--- config.mk ---
export PLATFORM = sky130hd
export DESIGN_NAME = pwm_deadtime
export DESIGN_NICKNAME = d
export VERILOG_FILES = /design/src/rtl/pwm_pkg.sv /design/src/rtl/deadtime_timer.sv /design/src/rtl/pwm_deadtime.sv
export SDC_FILE = /design/constraint.sdc
export NUM_CORES = 1
export LEC_CHECK = 0
export ABC_AREA = 1
export BUFFER_PORTS_ARGS = -buffer_cell sky130_fd_sc_hd__buf_4
export CAP_MARGIN = 10
export CORE_UTILIZATION = 40
export DETAILED_ROUTE_END_ITERATION = 12
export GPL_TIMING_DRIVEN = 0
export SLEW_MARGIN = 10
export SYNTH_ARGS = -nofsm -noshare
export SYNTH_HDL_FRONTEND = slang
export SYNTH_SLANG_ARGS = --single-unit
--- constraint.sdc ---
create_clock -name clk -period 3.3 [get_ports clk]
set_input_delay 0.33 -clock clk [delete_from_list [all_inputs] [get_ports clk]]
set_output_delay 0.33 -clock clk [all_outputs]
set_load 0.01 [all_outputs]
--- src/rtl/pwm_pkg.sv ---
// Shared types for the centre-aligned PWM dead-time stage.
package pwm_pkg;

    // Gate-drive phase: one side on, or a dead band on the way to the other side.
    typedef enum logic [1:0] {
        LO_ON     = 2'd0,
        DEAD_RISE = 2'd1,
        HI_ON     = 2'd2,
        DEAD_FALL = 2'd3
    } pwm_state_t;

    // Starting in DEAD_FALL with an empty timer lets the FSM settle onto the
    // correct side one cycle after reset without ever driving both gates.
    localparam pwm_state_t PWM_RESET_STATE = DEAD_FALL;

endpackage

--- src/rtl/deadtime_timer.sv ---
// Load/decrement dead-time counter with "last cycle" and "empty" flags.
module deadtime_timer #(
    parameter int DT_W = 4
) (
    input  logic            clk,
    input  logic            rst,
    input  logic            load,
    input  logic [DT_W-1:0] load_val,
    input  logic            dec,
    output logic            done,
    output logic            zero
);

    logic [DT_W-1:0] cnt;

    function automatic logic [DT_W-1:0] sat_dec(input logic [DT_W-1:0] v);
        return (v == '0) ? '0 : v - 1'b1;
    endfunction

    // Counter: load has priority over decrement; decrement never wraps below zero.
    always_ff @(posedge clk) begin
        if (!rst) begin
            cnt <= '0;
        end else if (load) begin
            cnt <= load_val;
        end else if (dec) begin
            cnt <= sat_dec(cnt);
        end
    end

    assign done = (cnt == DT_W'(1));
    assign zero = (cnt == '0);

endmodule

--- src/rtl/pwm_deadtime.sv ---
// Centre-aligned complementary PWM with double-buffered duty and dead-time insertion.
module pwm_deadtime
    import pwm_pkg::*;
#(
    parameter int N    = 8,
    parameter int DT_W = 4
) (
    input  logic            clk,
    input  logic            rst,
    input  logic            ena,
    input  logic [N-1:0]    tri_in,
    input  logic [N-1:0]    duty_data,
    input  logic [DT_W-1:0] dead_time,
    input  logic            duty_valid,
    output logic            duty_ready,
    output logic            pwm_hi,
    output logic            pwm_lo,
    output logic            period_start
);

    logic [N-1:0]    shadow_duty;
    logic [DT_W-1:0] shadow_dt;
    logic            shadow_full;
    logic [N-1:0]    active_duty;
    logic [DT_W-1:0] active_dt;
    logic            raw_q;
    pwm_state_t      state;
    pwm_state_t      state_nxt;
    logic            tmr_load;
    logic            tmr_dec;
    logic            tmr_done;
    logic            tmr_zero;
    logic            trough;
    logic            xfer;
    logic            dt_zero;

    assign trough     = ena && (tri_in == '0);
    assign duty_ready = ~shadow_full;
    assign xfer       = duty_valid && duty_ready;
    assign dt_zero    = (active_dt == '0);

    // Shadow payload: captured on every accepted handshake, no reset needed.
    always_ff @(posedge clk) begin
        if (xfer) begin
            shadow_duty <= duty_data;
            shadow_dt   <= dead_time;
        end
    end

    // Shadow occupancy, active copy at the trough and the period marker.
    always_ff @(posedge clk) begin
        if (!rst) begin
            shadow_full  <= 1'b0;
            active_duty  <= '0;
            active_dt    <= '0;
            period_start <= 1'b0;
        end else begin
            period_start <= trough;
            if (trough && shadow_full) begin
                active_duty <= shadow_duty;
                active_dt   <= shadow_dt;
            end
            // Ready is low whenever the shadow is full, so a transfer and a
            // trough-copy never compete for the same word.
            if (xfer) begin
                shadow_full <= 1'b1;
            end else if (trough) begin
                shadow_full <= 1'b0;
            end
        end
    end

    // Registered unsigned compare of the triangle against the active duty.
    always_ff @(posedge clk) begin
        if (!rst) begin
            raw_q <= 1'b0;
        end else begin
            raw_q <= (tri_in < active_duty);
        end
    end

    deadtime_timer #(
        .DT_W (DT_W)
    ) u_timer (
        .clk      (clk),
        .rst      (rst),
        .load     (tmr_load),
        .load_val (active_dt),
        .dec      (tmr_dec),
        .done     (tmr_done),
        .zero     (tmr_zero)
    );

    // FSM state register.
    always_ff @(posedge clk) begin
        if (!rst) begin
            state <= PWM_RESET_STATE;
        end else begin
            state <= state_nxt;
        end
    end

    // Next-state: enter a dead band on each raw edge; a raw reversal inside
    // the band returns to the side we came from, swallowing the short pulse.
    always_comb begin
        state_nxt = state;
        tmr_load  = 1'b0;
        tmr_dec   = 1'b0;
        case (state)
            LO_ON: begin
                if (raw_q) begin
                    if (dt_zero) begin
                        state_nxt = HI_ON;
                    end else begin
                        state_nxt = DEAD_RISE;
                        tmr_load  = 1'b1;
                    end
                end
            end
            DEAD_RISE: begin
                if (!raw_q) begin
                    state_nxt = LO_ON;
                end else if (tmr_done || tmr_zero) begin
                    state_nxt = HI_ON;
                end else begin
                    tmr_dec = 1'b1;
                end
            end
            HI_ON: begin
                if (!raw_q) begin
                    if (dt_zero) begin
                        state_nxt = LO_ON;
                    end else begin
                        state_nxt = DEAD_FALL;
                        tmr_load  = 1'b1;
                    end
                end
            end
            DEAD_FALL: begin
                if (tmr_zero) begin
                    // Only reachable straight out of reset.
                    if (raw_q) begin
                        if (dt_zero) begin
                            state_nxt = HI_ON;
                        end else begin
                            state_nxt = DEAD_RISE;
                            tmr_load  = 1'b1;
                        end
                    end else begin
                        state_nxt = LO_ON;
                    end
                end else if (raw_q) begin
                    state_nxt = HI_ON;
                end else if (tmr_done) begin
                    state_nxt = LO_ON;
                end else begin
                    tmr_dec = 1'b1;
                end
            end
            default: begin
                state_nxt = PWM_RESET_STATE;
            end
        endcase
    end

    // Gate outputs are registered decodes of the next state, so they are glitch-free
    // and mutually exclusive by construction.
    always_ff @(posedge clk) begin
        if (!rst) begin
            pwm_hi <= 1'b0;
            pwm_lo <= 1'b0;
        end else begin
            pwm_hi <= (state_nxt == HI_ON);
            pwm_lo <= (state_nxt == LO_ON);
        end
    end

endmodule

==> results of run 1 <==
-- registers in the layout (all words and copies together) (netlist names) --
| signal | count |
|---|---|
| u_timer.cnt | 4 |
| active_duty | 8 |
| period_start | 1 |
| shadow_duty | 8 |
| active_dt | 4 |
| pwm_lo | 1 |
| raw_q | 1 |
| pwm_hi | 1 |
| shadow_full | 1 |
| shadow_dt | 4 |
| state | 2 |
-- cells in the mapped netlist, drive strengths merged, types with 2 or more instances --
| cell | n |
|---|---|
| edfxtp | 12 |
| nor3 | 14 |
| inv | 25 |
| nand2 | 24 |
| or2 | 2 |
| clkbuf | 2 |
| a21oi | 6 |
| nand4 | 6 |
| dfxtp | 23 |
| ha | 10 |
| nor2 | 38 |
| buf | 2 |
| o21ai | 17 |
| nand3 | 9 |
-- metrics by stage --
stage	std cells	total power [W]	area (um2)	hold slack, ns	util
after global placement	268	0.0005481	1901	0.4626	0.5003
final	276	0.0008427	1986	0.2190	0.5227
after global routing	276	0.0008860	1986	0.2004	0.5227
after floorplan	193	0.0005135	1638	0.4289	-
after CTS	276	0.0008509	1986	0.2142	0.5227
after detailed placement	268	0.0005528	1901	0.4710	0.5003
-- worst max-delay path: cells and delay by family, from the launching register on --
kind / cells / cell delay, ns
flops: 1 / 0.31
buf+inv: 3 / 0.74
-- per-layer routing --
layer | routed length [um] | part of all wire
met1 | 1538 | 0.48
met2 | 1529 | 0.47
met3 | 130 | 0.040
met4 | 34 | 0.011
met5 | 0 | 0
-- cells by family (layout without fill, tap and decap cells) --
| family | count (synthesis) | count (layout) | share of synthesized area |
|---|---|---|---|
| simple gates | 94 | 94 | 0.2750 |
| flops | 35 | 35 | 0.5011 |
| buf+inv | 29 | 64 | 0.06876 |
| compound gates | 25 | 25 | 0.07869 |
| fa+ha+maj | 10 | 10 | 0.07639 |
-- power by group through the flow --
| stage | clock (W) | combinational [W] | sequential (W) |
|---|---|---|---|
| after detailed placement | 0 | 0.0000739 | 0.000479 |
| after floorplan | 0 | 0.0000353 | 0.000478 |
| after global routing | 0.000332 | 0.0000835 | 0.000470 |
| after global placement | 0 | 0.0000700 | 0.000478 |
| after CTS | 0.000308 | 0.0000742 | 0.000469 |
| final | 0.000301 | 0.0000733 | 0.000469 |
-- layout make-up --
type / instances / area share
sequential: 35 / 0.4134
multi-input combinational: 129 / 0.3548
timing repair buffer: 27 / 0.1021
inverter: 25 / 0.04726
clock buffer: 6 / 0.03655
tap: 48 / 0.03025
buffer: 4 / 0.009452
clock inverter: 2 / 0.006301
-- path summary, 6_finish.rpt --
kind | cells after the start | to | slack (ns) | from
max reg2reg | 10 | u_timer.cnt[1]$_SDFFE_PN0P_ | 1.70 | u_timer.cnt[0]$_SDFFE_PN0P_
min reg2reg | 2 | active_duty[2]$_SDFFE_PN0P_ | 0.48 | shadow_duty[2]$_DFFE_PP_
max | 3 | duty_ready | 1.63 | shadow_full$_SDFFE_PN0P_
min | 1 | shadow_duty[5]$_DFFE_PP_ | 0.22 | duty_data[5]
-- placed cells by master (no fill, tap or decap), drive strengths merged, types with 8 or more instances in the layout --
| cell | instances |
|---|---|
| o21ai | 17 |
| edfxtp | 12 |
| ha | 10 |
| dfxtp | 23 |
| inv | 25 |
| buf | 29 |
| nor2 | 38 |
| nand2 | 24 |
| nor3 | 14 |
| nand3 | 9 |
| clkbuf | 8 |
==> flow_summary_export.csv, run 1 <==
group,metric,value,unit
finish,regArea,820.8,um2
sta,post-route-period-util,0.5071,
clock_network,clock-sinks,35,
route,vias,1356,
synthesis,ys.flop_type,"dfxtp_1",
power,power.leakage,0.8677,nW
place,dp_hpwl,2541,um
sta,tightest_slew,0.8817,ns
route,via_per_inst,4.913,
synthesis,synth_cell_types,26,
place,gp_congestion,0.8121,
sta,setup_tns,0,ns
clock_network,insertion_delay,0.28,ns
grt,grt_pass1_vias,1404,
synthesis,yosysSeqAreaShare,0.5011,
setup_path,path_cells,"inv_1 > clkbuf_1 > buf_4",
synthesis,syn-cell-area,1638,um2
grt,antenna_found_initial,0,
route,wl_per_cell,11.71,um
route,route.detailed.drc,0,
grt,grt_pass1_wl,5816,um
synthesis,syn_avg_cell_area,8.486,um2
setup_path,crit_path_end_kind,"primary output",
setup_path,required,2.97,ns
setup_path,slowest_stage,"clkbuf_1",
clock_network,post-cts-setup-buffers,0,
route,drtPass1Iterations,4,
clock_network,cts_resized,0,
sta,maxSlewHeadroom,0.4100,
clock_network,htreeDepth,2,
setup_path,startpoint_type,"flip-flop",
floorplanning,die_h,65.99,um
sta,skew,0.005465,ns
power,vdd_drop_max,0.2473,mV
route,drt_iter0_drc,39,
synthesis,async_flop_share,0,
synthesis,synth_nets,227,
synthesis,yosysTopAreaCell,"dfxtp_1",
finish,fillCellCount,366,
power,internal_power,0.0006445,W
min_path,hold_class,"input port to flip-flop",
sta,fmaxAchievable,597.5,MHz
clock_network,cts.path.max_buffers,2,
power,combPwrFrac,0.087,
power,netSwitchingPower,0.0001983,W
synthesis,synth_cells,193,
floorplanning,rows,22,
floorplanning,initial_utilization,0.4312,
power,switching_share,0.2353,
sta,worst_slack,1.626,ns
setup_path,max_stage_delay,0.37,ns
sta,drv_slew,0,
finish,drive_above_1_share,0.2018,
clock_network,cts_tree,"yes",
clock_network,clockRootBuffer,"clkbuf_8",
synthesis,post-synth-top-area-fraction,0.2811,
floorplanning,die_area,4355,um2
route,postRouteAntennaNets,0,
grt,use_met2,0.2972,
place,io_buffers,27,
sta,rsz0062_at_grt,"false",
finish,insertedDiodeCount,0,
finish,area_growth,21.24,%
floorplanning,core_area,3799,um2
finish,fin_nets,261,
sta,min_period,1.674,ns
job,drv_cap,0,
power,seq_power_share,0.556,
outcome,status,"completed",
grt,grt_use_total,0.1788,
finish,multiInputGateArea,704.4,um2
setup_path,critPathKind,"flip-flop to primary output",
clock_network,cts_made_buffers,5,
clock_network,cts_hold_buf,0,
route,finalWirelength,3233,um
power,powerDensity,424.4,nW/um2
sta,setup_viol,0,
clock_network,cts.clk_slew.worst_paths,0.07,ns
grt,busiest_layer,"met2",
power,clockPowerShare,0.357,
floorplanning,die_w,65.99,um
synthesis,synth-edff-count,12,
grt,grt_overflow,0,
floorplanning,io_pins,28,
setup_path,crit_fanout,10,
sta,hold_viol_final,0,
synthesis,ys_warn_count,0,
setup_path,critPathArrivalTime,1.34,ns
synthesis,synth_area_leaders,"dfxtp_1 (28%), edfxtp_1 (22%), nor2_1 (8.0%), ha_1 (7.6%), inv_1 (5.5%)",
synthesis,ys_ff_latch,35,
grt,met3_usage,0.05345,
place,post-place-ws,1.702,ns
grt,met1_usage,0.2156,
grt,grt_start_max_net_pins,13,
(Power assumes the default switching activity.)
==> run 2: changes to the inputs <==
==> constraint.sdc (replaced) <==
create_clock -name clk -period 1.46 [get_ports clk]
set_input_delay 0.146 -clock clk [delete_from_list [all_inputs] [get_ports clk]]
set_output_delay 0.146 -clock clk [all_outputs]
set_load 0.01 [all_outputs]
==> run 2 against run 1 <==
Effect of this change:
- clock power up 130%
- flip-flop and latch count unchanged
- sequential power up 130%
- first-iteration DRC count up 51%
- critical path depth up 5
- power up 130%
- cell count up 1.8%
- combinational power up 130%
- setup slack worse by 1.6 ns
- worst hold slack worse by 0.19 ns
==> flow_summary_export.csv, run 2 (same netlist as run 1, synthesis figures left out) <==
group,metric,value,unit
outcome,status,"completed",
setup_path,worst_path_most_repeated_cell,"nor2_1",
finish,insertedDiodeCount,0,
sta,rsz0062_at_grt,"true",
sta,fmaxAchievable,716.4,MHz
setup_path,max_stage_delay,0.34,ns
sta,hold_viol_final,0,
grt,grt_overflow,0,
job,drv_cap,0,
finish,area_growth,28.19,%
route,finalWirelength,3421,um
grt,antenna_found_initial,0,
place,gp_congestion,0.8121,
clock_network,htreeDepth,2,
setup_path,slowest_stage,"dfxtp_2",
floorplanning,die_area,4355,um2
grt,grt_use_total,0.1792,
setup_path,crit_path_end_kind,"flip-flop",
route,drt_iter0_drc,59,
setup_path,startpoint,"u_timer.cnt[0]$_SDFFE_PN0P_",
grt,grt_pass1_vias,1406,
sta,worst_slack,0.06407,ns
setup_path,required,1.63,ns
setup_path,path_cells,"buf_4 > ha_4 > o21ai_2 > nand3_2 > nand4_4 > nor2_1 > nor2_1 > nor2_1",
setup_path,crit_fanout,5,
floorplanning,rows,22,
floorplanning,initial_utilization,0.4312,
sta,setup_viol,0,
finish,layout_commonest_cell,"buf_4",
grt,grt_start_max_net_pins,17,
floorplanning,die_h,65.99,um
floorplanning,core_area,3799,um2
clock_network,clock-sinks,35,
sta,setup_tns,0,ns
finish,postLayoutCoreUtil,0.5527,
sta,drv_slew,0,
clock_network,cts.clk_slew.worst_paths,0.07,ns
clock_network,cts.path.max_buffers,2,
power,vdd_drop_max,0.5784,mV
clock_network,clockRootBuffer,"clkbuf_8",
clock_network,cts_tree,"yes",
place,dp_hpwl,2541,um
place,io_buffers,27,
route,postRouteAntennaNets,0,
finish,fin_nets,266,
sta,tightest_slew,0.5500,ns
clock_network,cts_made_buffers,5,
sta,hold_slack,0.03374,ns
route,drtPass1Iterations,4,
floorplanning,io_pins,28,
place,post-place-ws,-0.1095,ns
finish,postLayoutCellArea,2100,um2
sta,min_period,1.396,ns
route,vias,1399,
sta,skew,0.006442,ns
min_path,min_from,"duty_data[5]",
finish,drive_above_1_share,0.3047,
setup_path,critPathBufInv,1,
power,power.leakage,0.9121,nW
finish,most-common-layout-cells,"buf_4 (34), nor2_1 (28), inv_1 (21), nand2_1 (20), dfxtp_1 (20)",
route,route.detailed.drc,0,
place,dpl-instance-area,1901,um2
setup_path,cp_top_family,"simple AND/OR/NAND/NOR gates",
setup_path,startpoint_type,"flip-flop",
setup_path,critPathArrivalTime,1.56,ns
sta,maxSlewHeadroom,0.6329,
finish,fillCellCount,353,
clock_network,cts_hold_buf,0,
finish,largestRegisters,"active_duty x8, shadow_duty x8",
clock_network,insertion_delay,0.29,ns
setup_path,critPathKind,"flip-flop to flip-flop",
route,wl_per_cell,12.17,um
min_path,hold_class,"input port to flip-flop",
floorplanning,die_w,65.99,um
power,powerDensity,908.8,nW/um2
route,via_per_inst,4.979,
sta,post-route-period-util,0.9561,
grt,grt_pass1_wl,5837,um
setup_path,r2r_start,"u_timer.cnt[0]$_SDFFE_PN0P_",
[run 2: cell count changes in the layout (fill, tap and decap cells not counted), moves of 3 or more]
cell / change
nor2_2: +6
nor2_1: -7
dfxtp_2: +3
dfxtp_1: -3
buf_4: +6
inv_4: +3
inv_1: -3
[run 2: report_power, final]
part	internal [W]	switching, W
registers	0.00104	0.0000165
logic	0.0000799	0.0000855
clock network	0.000333	0.000350
[run 2: final cells by class]
cell class	instances	area (um2)	area share
tap	48	60.06	0.02861
clock buffer	6	72.57	0.03457
timing repair buffer	33	247.7	0.1180
clock inverter	2	12.51	0.005959
sequential	35	824.5	0.3927
inverter	25	101.3	0.04827
multi-input combinational	129	765.7	0.3647
buffer	3	15.01	0.007151
[run 2: what timing repair did]
action | CTS | global route
setup buffers | 3 | 3
pin swaps | 3 | 12
endpoints found under the setup margin | 8 | 20
resized for setup | 8 | 17
[run 2: through the flow]
step / std cells / power [W]
CTS: 278 / 0.001922
floorplan: 193 / 0.001161
detailed placement: 268 / 0.001249
finish: 281 / 0.001908
global route: 281 / 0.002002
global placement: 268 / 0.001239
[run 2: worst paths after layout]
| kind | to | slack [ns] | cells past startpoint |
|---|---|---|---|
| worst max-delay path | u_timer.cnt[1]$_SDFFE_PN0P_ | 0.06 | 8 |
| worst min-delay path | shadow_duty[5]$_DFFE_PP_ | 0.03 | 1 |
| worst max register to register | u_timer.cnt[1]$_SDFFE_PN0P_ | 0.06 | 8 |
| worst min register to register | active_duty[3]$_SDFFE_PN0P_ | 0.48 | 2 |
[run 2: metal layers]
metal	GRT usage	wire (um)	up-vias
li1	-	-	714
met1	0.2145	1551	638
met2	0.2997	1619	37
met3	0.05345	177	10
met4	0.06915	72	0
met5	0	0	-
